==> src/rtl/cu_edge_data_write_arbiter_pkg.sv <==
// Shared types and defaults for the compute-unit edge-data write arbiter.
package cu_edge_data_write_arbiter_pkg;

  localparam int EDGE_WRITE_ARB_NUM_REQ    = 4;
  localparam int EDGE_WRITE_ARB_FIFO_DEPTH = 4;

  localparam int EDGE_INDEX_W = 32;
  localparam int EDGE_DATA_W  = 64;
  localparam int CU_ID_W      = 8;

  // One edge-data write request as produced by a producer and consumed by
  // the edge-data write control stage.
  typedef struct packed {
    logic                    valid;
    logic [EDGE_INDEX_W-1:0] index;
    logic [EDGE_DATA_W-1:0]  data;
    logic [CU_ID_W-1:0]      cu_id;
  } EdgeDataWrite;

  // Arbiter operating mode.
  typedef enum logic [1:0] {
    ST_IDLE  = 2'd0,
    ST_ARB   = 2'd1,
    ST_STALL = 2'd2
  } ARB_STATE;

  // Turn a buffered entry into the form driven on the write path.
  function automatic EdgeDataWrite edge_write_grant(input EdgeDataWrite entry);
    EdgeDataWrite w;
    w       = entry;
    w.valid = 1'b1;
    return w;
  endfunction

endpackage

==> src/rtl/cu_edge_data_write_arbiter_fifo.sv <==
// Per-requester synchronous FIFO holding buffered edge-data writes.
// Pointers carry one extra MSB so full and empty are distinguishable.
module cu_edge_data_write_fifo
  import cu_edge_data_write_arbiter_pkg::*;
#(
  parameter int DEPTH = EDGE_WRITE_ARB_FIFO_DEPTH
) (
  input  logic         clock,
  input  logic         rstn,
  input  logic         push_in,
  input  logic         pop_in,
  input  EdgeDataWrite wdata_in,
  output EdgeDataWrite rdata_out,
  output logic         empty_out,
  output logic         full_out,
  output logic         almost_full_out
);

  localparam int AW = $clog2(DEPTH);
  localparam int PW = AW + 1;

  EdgeDataWrite  mem_q [DEPTH];
  EdgeDataWrite  mem_d [DEPTH];
  logic [PW-1:0] wptr_q, wptr_d;
  logic [PW-1:0] rptr_q, rptr_d;
  logic [PW-1:0] count_s;
  logic [PW-1:0] count_next_s;
  logic          almost_full_q, almost_full_d;
  logic          do_push_s, do_pop_s;

  assign count_s         = wptr_q - rptr_q;
  assign empty_out       = (wptr_q == rptr_q);
  assign full_out        = (count_s == PW'(DEPTH));
  assign rdata_out       = mem_q[rptr_q[AW-1:0]];
  assign almost_full_out = almost_full_q;

  // Next storage/pointer values; almost-full follows the post-edge occupancy.
  always_comb begin
    mem_d     = mem_q;
    do_push_s = push_in && !full_out;
    do_pop_s  = pop_in && !empty_out;
    if (do_push_s) begin
      mem_d[wptr_q[AW-1:0]] = wdata_in;
      wptr_d                = wptr_q + PW'(1);
    end else begin
      wptr_d = wptr_q;
    end
    if (do_pop_s) begin
      rptr_d = rptr_q + PW'(1);
    end else begin
      rptr_d = rptr_q;
    end
    count_next_s  = wptr_d - rptr_d;
    almost_full_d = (count_next_s >= PW'(DEPTH - 1));
  end

  // FIFO state registers.
  always_ff @(posedge clock or negedge rstn) begin
    if (!rstn) begin
      for (int i = 0; i < DEPTH; i++) begin
        mem_q[i] <= '0;
      end
      wptr_q        <= '0;
      rptr_q        <= '0;
      almost_full_q <= 1'b0;
    end else begin
      mem_q         <= mem_d;
      wptr_q        <= wptr_d;
      rptr_q        <= rptr_d;
      almost_full_q <= almost_full_d;
    end
  end

endmodule

==> src/rtl/cu_edge_data_write_arbiter.sv <==
// Round-robin arbiter sharing the edge-data write path among NUM_REQ
// producers, each buffered by its own small FIFO.
module cu_edge_data_write_arbiter
  import cu_edge_data_write_arbiter_pkg::*;
#(
  parameter int NUM_REQ    = EDGE_WRITE_ARB_NUM_REQ,
  parameter int FIFO_DEPTH = EDGE_WRITE_ARB_FIFO_DEPTH
) (
  input  logic                       clock,
  input  logic                       rstn,
  input  logic                       enabled_in,
  input  EdgeDataWrite               edge_data_write_in [NUM_REQ],
  input  logic                       write_buffer_full_in,
  output EdgeDataWrite               edge_data_write_out,
  output logic [$clog2(NUM_REQ)-1:0] grant_id_out,
  output logic                       req_almost_full_out [NUM_REQ],
  output logic                       overflow_out,
  output logic [31:0]                write_count_out
);

  localparam int IW = $clog2(NUM_REQ);

  // Rotating priority search: first ready requester after 'last', wrapping.
  // Returns {found, index}.
  function automatic logic [IW:0] rr_pick(input logic [NUM_REQ-1:0] ready,
                                          input logic [IW-1:0]      last);
    logic          found;
    logic          hit;
    logic [IW-1:0] idx;
    logic [IW-1:0] cand;
    found = 1'b0;
    idx   = last;
    for (int k = 1; k <= NUM_REQ; k++) begin
      cand  = last + IW'(k);
      hit   = ready[cand] & ~found;
      idx   = hit ? cand : idx;
      found = found | hit;
    end
    return {found, idx};
  endfunction

  logic         enabled_q, enabled_d;
  ARB_STATE     state_q, state_d;
  logic [IW-1:0] last_grant_q, last_grant_d;
  EdgeDataWrite out_q, out_d;
  logic [IW-1:0] grant_id_q, grant_id_d;
  logic         overflow_q, overflow_d;
  logic [31:0]  count_q, count_d;

  logic [NUM_REQ-1:0] push_s;
  logic [NUM_REQ-1:0] pop_s;
  logic [NUM_REQ-1:0] fifo_empty_s;
  logic [NUM_REQ-1:0] fifo_full_s;
  EdgeDataWrite       fifo_head_s [NUM_REQ];
  logic [IW:0]        pick_s;

  for (genvar g = 0; g < NUM_REQ; g++) begin : g_fifo
    cu_edge_data_write_fifo #(
      .DEPTH(FIFO_DEPTH)
    ) u_fifo (
      .clock           (clock),
      .rstn            (rstn),
      .push_in         (push_s[g]),
      .pop_in          (pop_s[g]),
      .wdata_in        (edge_data_write_in[g]),
      .rdata_out       (fifo_head_s[g]),
      .empty_out       (fifo_empty_s[g]),
      .full_out        (fifo_full_s[g]),
      .almost_full_out (req_almost_full_out[g])
    );
  end

  assign edge_data_write_out = out_q;
  assign grant_id_out        = grant_id_q;
  assign overflow_out        = overflow_q;
  assign write_count_out     = count_q;

  // Mode for the current cycle: follows the registered enable and the live
  // back-pressure input, so ARB/STALL switch without a cycle of lag.
  always_comb begin
    enabled_d = enabled_in;
    state_d   = state_q;
    case (state_q)
      ST_IDLE: begin
        if (enabled_q) begin
          state_d = write_buffer_full_in ? ST_STALL : ST_ARB;
        end else begin
          state_d = ST_IDLE;
        end
      end
      ST_ARB, ST_STALL: begin
        if (!enabled_q) begin
          state_d = ST_IDLE;
        end else begin
          state_d = write_buffer_full_in ? ST_STALL : ST_ARB;
        end
      end
      default: begin
        state_d = ST_IDLE;
      end
    endcase
  end

  // Push admission, overflow capture and the round-robin grant.
  always_comb begin
    push_s       = '0;
    pop_s        = '0;
    overflow_d   = overflow_q;
    out_d        = '0;
    grant_id_d   = '0;
    last_grant_d = last_grant_q;
    count_d      = count_q;
    pick_s       = rr_pick(~fifo_empty_s, last_grant_q);

    for (int i = 0; i < NUM_REQ; i++) begin
      if ((state_d != ST_IDLE) && edge_data_write_in[i].valid) begin
        push_s[i]  = ~fifo_full_s[i];
        overflow_d = overflow_d | fifo_full_s[i];
      end else begin
        push_s[i] = 1'b0;
      end
    end

    if ((state_d == ST_ARB) && pick_s[IW]) begin
      pop_s[pick_s[IW-1:0]] = 1'b1;
      out_d                 = edge_write_grant(fifo_head_s[pick_s[IW-1:0]]);
      grant_id_d            = pick_s[IW-1:0];
      last_grant_d          = pick_s[IW-1:0];
      count_d               = count_q + 32'd1;
    end else begin
      out_d        = '0;
      grant_id_d   = '0;
      last_grant_d = last_grant_q;
      count_d      = count_q;
    end
  end

  // Control and output registers; last_grant resets so requester 0 goes first.
  always_ff @(posedge clock or negedge rstn) begin
    if (!rstn) begin
      enabled_q    <= 1'b0;
      state_q      <= ST_IDLE;
      last_grant_q <= IW'(NUM_REQ - 1);
      out_q        <= '0;
      grant_id_q   <= '0;
      overflow_q   <= 1'b0;
      count_q      <= 32'd0;
    end else begin
      enabled_q    <= enabled_d;
      state_q      <= state_d;
      last_grant_q <= last_grant_d;
      out_q        <= out_d;
      grant_id_q   <= grant_id_d;
      overflow_q   <= overflow_d;
      count_q      <= count_d;
    end
  end

endmodule

==> config.mk <==
export PLATFORM = sky130hd
export DESIGN_NAME = cu_edge_data_write_arbiter
export DESIGN_NICKNAME = d
export VERILOG_FILES = /design/src/rtl/cu_edge_data_write_arbiter_pkg.sv /design/src/rtl/cu_edge_data_write_arbiter_fifo.sv /design/src/rtl/cu_edge_data_write_arbiter.sv
export SDC_FILE = /design/constraint.sdc
export NUM_CORES = 2
export LEC_CHECK = 0
export CORE_MARGIN = 3
export CORE_UTILIZATION = 45
export DETAILED_ROUTE_END_ITERATION = 8
export DONT_BUFFER_PORTS = 1
export SETUP_SLACK_MARGIN = 0.5
export SLEW_MARGIN = 20
export SYNTH_ARGS = -nofsm -noshare
export SYNTH_HDL_FRONTEND = slang
export SYNTH_HIERARCHICAL = 1
export SYNTH_SLANG_ARGS = --single-unit
==> constraint.sdc <==
create_clock -name clock -period 9.04 [get_ports clock]
set_clock_uncertainty 0.15 [all_clocks]
set_input_delay 0.904 -clock clock [delete_from_list [all_inputs] [get_ports clock]]
set_output_delay 0.904 -clock clock [all_outputs]
set_load 0.03 [all_outputs]
==> metrics.yaml <==
clk_pin_slew_ns: 0.06
clock_latency_ns: 0.84
ff2ff_setup_slack_ns: 2.97
synthCells: 4873
min_period_ns: 6.074
io_pins: 568
cts_resized: 0
mostFrequentLayoutCells: "dfrtp_1 (1827), mux2_2 (1069), mux2_1 (600)"
swShare: 0.3325
p_leak_nw: 40.19
path_cells: "ha_1 > nand2_1 > nor2_1 > and4_1 > nor3_2 > nand2_4 > buf_4 > nor2_1 > o21ai_0 > xnor2_1 > ha_1 > fa_1 > xnor2_1 > a21oi_1 > or3b_1"
ys.warnings.count: 6
clockRootBuffer: "clkbuf_16"
firstDrtPassIters: 4
final_area_um2: 94420
timing.hold.ws_ns: 0.07484
dieArea_um2: 185800
rr_worst_depth: 15
cp-end-kind: "register"
drive_gt1_frac: 0.3614
drt_iter0_drc: 2490
crit_slowest_cell: "dfrtp_4"
numPortBuffers: 0
postCtsHoldBufs: 404
syn2layout_area_growth_pct: 16.11
die_w_um: 431.1
grt_first_pass_wirelength_um: 337800
cts_buffer_depth: 3
via_per_inst: 5.758
dp.cells: 6962
clkPwrFrac: 0.227
r2r_end: "g_fifo[1].u_fifo/almost_full_out"
pre_cts_slack_ns: 2.887
grt_util_all_layers: 0.2463
grt_max_degree: 220
final_common_cell: "dfrtp_1"
cpPeakStageDelay_ns: 1.11
required_ns: 9.58
drv_cap: 0
r2r-start: "g_fifo[2].u_fifo/rptr_q[0]"
cp-startpoint: "g_fifo[2].u_fifo/rptr_q[0]"
drc: 0
status: "completed"
hp-class: "input port to register"
vias: 44770
clock_sinks: 1837
synth_area_um2: 81310
total_power_mw: 37.27
crit_family: "simple AND/OR/NAND/NOR gates"
crit_path_max_fanout: 47
p_per_area_nw_per_um2: 394.7
first_global_vias: 47990
initial_core_util: 0.4543
wl_um: 228900
period_share: 0.6719
rsz0062_at_grt: "false"
max_freq_ghz: 0.1646
synth_fp_nets: 5334
worst-path-stages: 15
p_comb_frac: 0.381
routedWlPerCell_um: 29.44
critical_path_class: "register to register"
num_rows: 155
cp.arrival_ns: 6.61
post-dp-hpwl_um: 135400
switchingPower_mw: 12.39
antenna_found_initial: 31
fin_cells: 7774
crit_buf_inv: 1
overflow: 0
pwr-share-seq: 0.392
hold_start: "edge_data_write_in[137]"
nets: 5683
internal-power_mw: 24.87
htreeDepth: 4
post-route-worst-setup-slack_ns: 2.966
placed_area_um2: 83190
fin_setup_tns_ns: 0
gp_congestion: 0.7779
cts_buffers: 201
fin_util: 0.5275
setup_viol: 0
crit_end: "g_fifo[1].u_fifo/almost_full_out"
post_cts_buffers: 0
startpoint_type: "register"
fp.coreArea_um2: 179000
slew_headroom: 0.2424
finalHoldViolations: 0
syn_avg_cell_area_um2: 16.69
cts_tree: "done"
ant_nets: 0
slew_violations: 0
die_y_um: 431.1
ir_worst_vdd_mv: 0.4205
worst_pin_slew_ns: 1.136
sequential cells by signal, indices dropped and copies added, names as in the netlist:
| register | flops |
|---|---|
| g_fifo.u_fifo/mem_q | 1664 |
| g_fifo.u_fifo/almost_full_out | 4 |
| last_grant_q | 2 |
| grant_id_out | 2 |
| enabled_q | 1 |
| state_q | 2 |
| overflow_out | 1 |
| edge_data_write_out | 105 |
| write_count_out | 32 |
| g_fifo.u_fifo/rptr_q | 12 |
| g_fifo.u_fifo/wptr_q | 12 |
worst min path at each step:
stage / endpoint / cells past startpoint
after CTS: g_fifo[3].u_fifo/mem_q[69] / 1
after global placement: g_fifo[2].u_fifo/mem_q[184] / 1
after floorplan: g_fifo[0].u_fifo/mem_q[157] / 1
after detailed placement: g_fifo[2].u_fifo/mem_q[168] / 1
after global routing: g_fifo[1].u_fifo/mem_q[380] / 1
final: g_fifo[2].u_fifo/mem_q[137] / 1
power groups by stage:
| stage | Clock (mW) | Sequential, mW | Combinational, mW |
|---|---|---|---|
| after CTS | 8.67 | 14.6 | 14.4 |
| after global routing | 9.01 | 15.1 | 15.2 |
| after detailed placement | 0 | 14.7 | 14.1 |
| final | 8.46 | 14.6 | 14.2 |
| after floorplan | 0 | 13.7 | 10.9 |
| after global placement | 0 | 14.6 | 13.9 |
worst register-to-register path, stage by stage, from the launching register on:
cell and delay, ns:
dfrtp_4 1.11, ha_1 0.42, nand2_1 0.14, nor2_1 0.12
and4_1 0.38, nor3_2 0.69, nand2_4 0.53, buf_4 0.50
nor2_1 0.26, o21ai_0 0.19, xnor2_1 0.18, ha_1 0.24
fa_1 0.40, xnor2_1 0.21, a21oi_1 0.06, or3b_1 0.37
area by class of cell:
cell class	instances	area, µm²
Fill cell	14620	84590
Antenna cell	31	77.57
Tap cell	2355	2947
Multi-Input combinational cell	2682	33460
Clock buffer	300	5924
Sequential cell	1837	46000
Timing Repair Buffer	470	4937
Inverter	30	112.6
Clock inverter	69	958.4
routing by layer:
layer | global-route usage | vias to the layer above | share of wire
met1 | 0.3243 | 24570 | 0.43
met2 | 0.4182 | 860 | 0.50
met3 | 0.04588 | 316 | 0.043
met5 | 0 | - | 0.00035
met4 | 0.06973 | 12 | 0.026
li1 | - | 19010 | -
Note: power is estimated with default switching activity, not from simulation.
